`src/rtl/nav_sequencer.sv`:
```
// Jump/cruise sequencer for the three-axis position datapath.
// Owns the cruise speed, the jump handshake, charge and cooldown timing, and return-to-origin.
module nav_sequencer #(
   parameter int K               = 16,
   parameter int CHARGE_CYCLES   = 4,
   parameter int COOLDOWN_CYCLES = 8
) (
   input  logic           clk,
   input  logic           rst,
   input  logic [3:0]     cmd_mode,
   input  logic           home_req,
   input  logic           jump_req,
   input  logic [3*K-1:0] jump_target,
   output logic           jump_ack,
   output logic [3:0]     mode_out,
   output logic [3:0]     pos_mode_out,
   output logic [3*K-1:0] jump_position_out,
   output logic           busy,
   output logic           jump_done
);

   localparam int MAX_CYC = (CHARGE_CYCLES > COOLDOWN_CYCLES) ? CHARGE_CYCLES : COOLDOWN_CYCLES;
   localparam int CW      = (MAX_CYC > 1) ? $clog2(MAX_CYC) : 1;

   localparam logic [CW-1:0] CHARGE_LOAD   = CW'(CHARGE_CYCLES - 1);
   localparam logic [CW-1:0] COOLDOWN_LOAD = CW'(COOLDOWN_CYCLES - 1);

   localparam logic [2:0] S_HOME     = 3'd0;
   localparam logic [2:0] S_CRUISE   = 3'd1;
   localparam logic [2:0] S_CHARGE   = 3'd2;
   localparam logic [2:0] S_JUMP     = 3'd3;
   localparam logic [2:0] S_COOLDOWN = 3'd4;

   localparam logic [3:0] MODE_STOP   = 4'b0001;
   localparam logic [3:0] POS_RESET   = 4'b0001;
   localparam logic [3:0] POS_SUBLITE = 4'b0010;
   localparam logic [3:0] POS_JUMP    = 4'b0100;

   logic [2:0]     state_reg, state_next;
   logic [CW-1:0]  count_reg, count_next;
   logic [3:0]     cruise_reg, cruise_next;
   logic [3*K-1:0] jump_pos_next;
   logic           ack_next, done_next, busy_next;
   logic [3:0]     mode_next, pos_mode_next;
   logic           cmd_onehot;

   assign cmd_onehot = (cmd_mode != 4'd0) && ((cmd_mode & (cmd_mode - 4'd1)) == 4'd0);

   always_comb begin
      state_next    = state_reg;
      count_next    = count_reg;
      cruise_next   = cmd_onehot ? cmd_mode : cruise_reg;
      jump_pos_next = jump_position_out;
      ack_next      = 1'b0;

      case (state_reg)
         S_HOME: begin
            state_next = S_CRUISE;
         end
         S_CRUISE: begin
            // Return-to-origin wins over a simultaneous jump request.
            if (home_req) begin
               state_next = S_HOME;
            end else if (jump_req) begin
               state_next    = S_CHARGE;
               count_next    = CHARGE_LOAD;
               jump_pos_next = jump_target;
               ack_next      = 1'b1;
            end
         end
         S_CHARGE: begin
            if (home_req) begin
               state_next = S_HOME;
               count_next = '0;
            end else if (count_reg == '0) begin
               state_next = S_JUMP;
            end else begin
               count_next = count_reg - 1'b1;
            end
         end
         S_JUMP: begin
            state_next = S_COOLDOWN;
            count_next = COOLDOWN_LOAD;
         end
         S_COOLDOWN: begin
            if (count_reg == '0) begin
               state_next = S_CRUISE;
            end else begin
               count_next = count_reg - 1'b1;
            end
         end
         default: begin
            state_next = S_HOME;
            count_next = '0;
         end
      endcase

      // Outputs are registered from the next state so they line up with the state they describe.
      pos_mode_next = POS_SUBLITE;
      mode_next     = MODE_STOP;
      if (state_next == S_HOME) begin
         pos_mode_next = POS_RESET;
      end else if (state_next == S_JUMP) begin
         pos_mode_next = POS_JUMP;
      end else if (state_next == S_CRUISE) begin
         mode_next = cruise_next;
      end
      done_next = (state_next == S_JUMP);
      busy_next = (state_next == S_CHARGE) || (state_next == S_JUMP) || (state_next == S_COOLDOWN);
   end

   always_ff @(posedge clk or posedge rst) begin
      if (rst) begin
         state_reg         <= S_HOME;
         count_reg         <= '0;
         cruise_reg        <= MODE_STOP;
         jump_position_out <= '0;
         jump_ack          <= 1'b0;
         jump_done         <= 1'b0;
         busy              <= 1'b0;
         mode_out          <= MODE_STOP;
         pos_mode_out      <= POS_RESET;
      end else begin
         state_reg         <= state_next;
         count_reg         <= count_next;
         cruise_reg        <= cruise_next;
         jump_position_out <= jump_pos_next;
         jump_ack          <= ack_next;
         jump_done         <= done_next;
         busy              <= busy_next;
         mode_out          <= mode_next;
         pos_mode_out      <= pos_mode_next;
      end
   end

endmodule

```
`config.mk`:
```
export PLATFORM = sky130hd
export DESIGN_NAME = nav_sequencer
export DESIGN_NICKNAME = d
export VERILOG_FILES = /design/src/rtl/nav_sequencer.sv
export SDC_FILE = /design/constraint.sdc
export NUM_CORES = 1
export LEC_CHECK = 0
export CORE_MARGIN = 2
export CORE_UTILIZATION = 48
export CTS_BUF_LIST = sky130_fd_sc_hd__clkbuf_2 sky130_fd_sc_hd__clkbuf_4 sky130_fd_sc_hd__clkbuf_8
export DETAILED_ROUTE_END_ITERATION = 16
export PLACE_DENSITY = 0.86
export SLEW_MARGIN = 0
export SYNTH_ARGS = -nofsm -noshare
export SYNTH_HDL_FRONTEND = slang
export SYNTH_SLANG_ARGS = --single-unit
```
`constraint.sdc`:
```
create_clock -name clk -period 5.7 [get_ports clk]
set_clock_uncertainty 0.2 [all_clocks]
set_input_delay 1.14 -clock clk [delete_from_list [all_inputs] [get_ports clk]]
set_output_delay 1.14 -clock clk [all_outputs]
set_load 0.01 [all_outputs]
```
==> results.cfg, run 1 <==
[cts]
postCtsResizedCells = 0
cts.clk_slew.worst_paths_ns = 0.06
cts.sinks = 68
cts_tree = done
cts_buffer_depth = 2
clockRootBuffer = clkbuf_8
insertion_delay_ns = 0.33
cts_max_level = 3
cts_setup_buffers = 0
cts_made_buffers = 9
holdBufCountCts = 0

[synthesis]
yosysUniqueCellTypes = 38
ys_top_cells_by_area = dfrtp_1 (57%), mux2_2 (16%), mux2_4 (4.8%)
synth-seq-cells = 68
synth_area_leader_cell = dfrtp_1
synth_area_mm2 = 0.00284
postSynthAreaPerCell_um2 = 13.7
synth_nets = 265
ys_seq_area_share_pct = 60.0
synth_edf_count = 0
netlist_instances = 207
yosys_warnings = 0
synthArstFlopShare_pct = 100
synth_top_area_share_pct = 57.3
ys.flop_type = dfrtp_1

[sta]
slew_violations = 0
finalHoldViolCount = 0
rsz0062_at_grt = no
fmax_ghz = 0.318
slew_headroom_pct = 44.8
period_share_pct = 55.2
setup-violations-final = 0
fin_crit_ns = 3.15
setup_tns_ns = 0
worst_pin_slew_ns = 0.828
setup_slack_ns = 2.55

[grt]
grt_pass1_vias = 1955
grt_use_met2_pct = 32.0
grt_usage_pct = 20.3
top_usage_layer = met2
grt_first_pass_wirelength_um = 9800
antenna_found_initial = 0
met3_usage_pct = 4.89
grt_use_met1_pct = 26.6
grt_overflow_total = 0
grt_max_degree = 69

[finish]
fillers = 411
largest_reg_flops = 48
n_antenna_cell = 0
area_delta_synth_final_pct = 48.4
drive_gt1_share_pct = 23.7
final_nets = 378
final_area_mm2 = 0.00421

[floorplanning]
chipWidth_um = 80.9
boundaryPins = 115
core_mm2 = 0.00582
row_count = 28
fp.dieArea_mm2 = 0.00655
start_util_pct = 48.8
die_h_um = 80.9

[worst_hold_path]
hold_start = count_reg[1]
whs_endpoint = count_reg[1]
holdPathStages = 2
hold_path_class = flip-flop to flip-flop

[power_and_ir_drop]
power-per-cell-area_mw_per_mm2 = 523
p_leak_nw = 1.81
p_total_mw = 2.21
ir_drop_uv = 259

[setup_path]
r2r-end = jump_position_out[9]
end_kind = flip-flop
rr_worst_depth = 4
r2r_start = state_reg[2]
critPathMaxFanout = 42
cp.required_ns = 5.72
regToRegSetupSlack_ns = 3.34
cp.arrival_ns = 3.16
path_class = input port to flip-flop
start_kind = input port

[drt]
dr_total_vias = 2012
drtIter0Drc = 119
ant_nets = 0
drt-total-wl_um = 6450
drt-pass1-iter-count = 4
routed_via_density = 5.03
drc = 0
post_drt_wl_per_cell_um = 16.1

[placement]
place_congestion = 0.785
hpwl_um = 4690
pre_cts_ws_ns = 2.18
placed_area_mm2 = 0.00401
port_buffers = 113

[status]
outcome = complete, no violations

[flow_run]
cap_violations = 0
==> report_power, final <==
part / internal, mW / switching [mW]
sequential: 0.705 / 0.129
clock: 0.240 / 0.169
combinational: 0.600 / 0.361
total: 1.55 / 0.660
==> cells in the mapped netlist (4+ instances only) <==
library cell,instances
mux2_2,40
a21oi_1,9
buf_2,7
nor2_1,6
nor2b_1,4
dfrtp_1,65
mux2_4,9
inv_1,6
nor3_1,6
nand2_1,5
o21ai_0,9
==> layout by cell type (no fill, tap or decap), types with 2 or more instances in the layout <==
master	netlist	layout
clkdlybuf4s50_1	0	113
clkbuf_4	0	3
buf_4	1	2
dfstp_2	3	3
and3_1	2	2
mux2_4	9	9
nor2b_1	4	4
nor3_1	6	6
mux2_2	40	40
nand2b_1	2	2
o21a_1	2	2
o21ai_0	9	9
a21oi_1	9	9
ha_1	2	2
and3b_1	2	2
clkbuf_8	0	11
nand2_1	5	5
a22o_1	3	3
dfrtp_1	65	65
nand3b_1	3	3
nor2_1	6	6
inv_1	6	5
==> per-layer routing <==
layer,vias to the layer above,share of wire (%)
li1,961,-
met1,957,43
met2,85,48
met3,9,8.2
met4,0,1.2
met5,-,0
==> area by class of cell <==
cell class	instances	area (um^2)	share of cell area, %
flip-flops and latches	68	1710	40.5
repair buffers	115	1150	27.2
multi-input cells	120	1040	24.6
clock buffers	14	174	4.13
well taps	75	93.8	2.23
clock inverters	2	35.0	0.831
inverters	6	22.5	0.534
==> critical path, stage by stage <==
cell             delay, ns
clkdlybuf4s50_1       0.51
nor2_1                0.26
and2_2                0.31
buf_4                 0.51
mux2_2                0.40
==> logic make-up (layout without fill, tap and decap cells) <==
logic type,count (synthesis),in the layout,synth area share (%)
fa+ha+maj,3,3,1.23
compound gates,30,30,6.74
flops,68,68,60.0
mux,50,50,21.0
buf+inv,19,137,3.48
other cells,1,1,0.132
simple gates,36,36,7.40
==> through the flow <==
step	util (%)	hold WS [ns]	instances
4_1_cts	72.5	0.298	400
3_5_place_dp	68.9	0.282	384
5_1_grt	72.5	0.315	400
3_3_place_gp	68.9	0.276	384
2_1_floorplan	-	0.250	207
6_report	72.5	0.295	400
==> how the worst max path moves through the flow <==
| stage | startpoint | end | slack, ns | cells past startpoint |
|---|---|---|---|---|
| final | home_req | jump_position_out[9] | 2.55 | 5 |
| after global routing | home_req | jump_position_out[33] | 2.39 | 5 |
| after CTS | home_req | jump_position_out[33] | 2.55 | 5 |
| after detailed placement | home_req | jump_position_out[10] | 2.18 | 5 |
| after global placement | home_req | jump_position_out[24] | 2.25 | 5 |
| after floorplan | rst | busy | 2.65 | 1 |
No activity file was read; power rests on OpenSTA's default activity.
==> inputs of run 2 (changes only) <==
--- a/config.mk
+++ b/config.mk
@@ -6,10 +6,10 @@
 export NUM_CORES = 1
 export LEC_CHECK = 0
 export CORE_MARGIN = 2
-export CORE_UTILIZATION = 48
+export CORE_UTILIZATION = 44
 export CTS_BUF_LIST = sky130_fd_sc_hd__clkbuf_2 sky130_fd_sc_hd__clkbuf_4 sky130_fd_sc_hd__clkbuf_8
 export DETAILED_ROUTE_END_ITERATION = 16
-export PLACE_DENSITY = 0.86
+export PLACE_DENSITY = 0.79
 export SLEW_MARGIN = 0
 export SYNTH_ARGS = -nofsm -noshare
 export SYNTH_HDL_FRONTEND = slang
==> constraint.sdc (replaced) <==
create_clock -name clk -period 3.1 [get_ports clk]
set_clock_uncertainty 0.2 [all_clocks]
set_input_delay 0.62 -clock clk [delete_from_list [all_inputs] [get_ports clk]]
set_output_delay 0.62 -clock clk [all_outputs]
set_load 0.01 [all_outputs]
==> run 2 against run 1 <==
Critical path depth did not move. Design area rose by 1.9%. Worst hold slack improved by 0.011 ns. Sequential cell count did not move. Power rose by 88%. Final cell count rose by 1.3%. Via count fell by 1.1%. Die area rose by 8.6%. Sequential power rose by 83%. Setup slack got worse by 1.8 ns. Global-route usage fell by 2.5 points. Critical path type unchanged. Largest cell class unchanged.
==> results.cfg, run 2 (synthesis results as in run 1) <==
[floorplanning]
chipWidth_um = 84.3
row_count = 29
fp.dieArea_mm2 = 0.00711
core_mm2 = 0.00631
die_h_um = 84.3
start_util_pct = 45.0
boundaryPins = 115

[finish]
area_delta_synth_final_pct = 51.2
final_cell_mix = clkdlybuf4s50_1 (113), dfrtp_1 (65), mux2_2 (40)
final_nets = 381
drive_gt1_share_pct = 24.4
layout_commonest_cell = clkdlybuf4s50_1
final-seq-area_mm2 = 0.00171
largest_reg_flops = 48
multiInputGateArea_mm2 = 0.00104
fillers = 460
n_antenna_cell = 0

[power_and_ir_drop]
internal_power_mw = 2.94
swShare_pct = 29.2
switchingPower_mw = 1.21
ir_drop_uv = 588
power-per-cell-area_mw_per_mm2 = 968
p_total_mw = 4.16
p_comb_share_pct = 42.5
p_leak_nw = 1.83
clockPowerShare_pct = 20.6
seqPwrFrac_pct = 36.9

[sta]
slew_violations = 0
worst_pin_slew_ns = 0.658
fin_crit_ns = 2.39
slew_headroom_pct = 56.0
rsz0062_at_grt = no
setup_slack_ns = 0.713
period_share_pct = 77.0
fmax_ghz = 0.419
finalHoldViolCount = 0
setup-violations-final = 0
setup_tns_ns = 0

[setup_path]
cp.required_ns = 3.11
rr_worst_depth = 4
end_kind = flip-flop
regToRegSetupSlack_ns = 0.98
crit_path_start = home_req
start_kind = input port
critPathMaxFanout = 12
path_class = input port to flip-flop
r2r_start = state_reg[2]
cp.arrival_ns = 2.40
r2r-end = jump_position_out[33]

[placement]
pre_cts_ws_ns = 0.337
place_congestion = 0.858
hpwl_um = 4460
port_buffers = 113

[grt]
grt_usage_pct = 17.8
grt_overflow_total = 0
grt_pass1_vias = 2031
grt_max_degree = 32
antenna_found_initial = 0
grt_first_pass_wirelength_um = 9880

[cts]
cts.sinks = 68
cts_buffer_depth = 2
postCtsResizedCells = 0
cts_setup_buffers = 0
clockRootBuffer = clkbuf_8
holdBufCountCts = 0
insertion_delay_ns = 0.33
cts_max_level = 3
cts_tree = done
cts_made_buffers = 9
cts.clk_slew.worst_paths_ns = 0.07

[status]
outcome = complete, no violations

[drt]
post_drt_wl_per_cell_um = 15.0
dr_total_vias = 1990
wl_met1_um = 2680
routed.top_layer = met4
wl_met3_um = 363
drt-pass1-iter-count = 4
drc = 0
drtIter0Drc = 52
routed_via_density = 4.91
ant_nets = 0
wl_met2_um = 2840
drt-total-wl_um = 6060

[flow_run]
cap_violations = 0

[worst_hold_path]
holdPathStages = 1
hold_path_class = flip-flop to flip-flop
whs_endpoint = jump_position_out[14]
hold_start = jump_position_out[14]
run 2: changes by cell type in the layout (fill, tap and decap cells not counted):
cell / before / now
clkbuf_4: 3 / 0
buf_12: 0 / 2
bufinv_16: 1 / 3
clkbuf_8: 11 / 9
clkinvlp_4: 0 / 2
buf_4: 2 / 3
clkinv_2: 1 / 2
run 2: worst max-delay path by stage:
stage	to	slack (ns)	cells past startpoint
floorplan	busy	0.57	1
global placement	jump_position_out[22]	0.42	5
detailed placement	jump_position_out[34]	0.34	5
CTS	jump_position_out[34]	0.71	5
global route	jump_position_out[38]	0.59	5
finish	jump_position_out[33]	0.71	5
run 2: power by group through the flow:
stage / clock network [mW] / registers, mW / logic [mW]
2_1_floorplan: 0 / 1.67 / 0.715
3_5_place_dp: 0 / 1.55 / 1.78
4_1_cts: 0.872 / 1.54 / 1.79
6_report: 0.858 / 1.53 / 1.77
3_3_place_gp: 0 / 1.54 / 1.74
5_1_grt: 0.909 / 1.59 / 1.89
run 2: cell type report:
type,count,area share [%]
Inverter,6,0.524
Multi-Input combinational cell,120,24.2
Sequential cell,68,39.7
Clock inverter,7,2.68
Clock buffer,9,2.88
Timing Repair Buffer,118,27.8
Tap cell,77,2.24
run 2: metal layers:
metal,vias up,GRT usage (%)
met5,-,0
met4,0,9.81
met3,15,4.42
met2,80,27.0
met1,940,23.7
li1,955,-
run 2: through the flow:
stage                     instance area [um^2]  util [%]  cells  hold WS (ns)
after floorplan                           2840         -    207         0.250
after global placement                    4060      64.2    389         0.272
after detailed placement                  4060      64.2    389         0.278
after CTS                                 4290      68.0    405         0.304
after global routing                      4290      68.0    405         0.315
final                                     4290      68.0    405         0.306
run 2: critical path, cell delays in order:
cell	delay, ns
clkdlybuf4s50_1	0.50
nor2_1	0.26
and2_2	0.41
buf_4	0.26
mux2_2	0.35
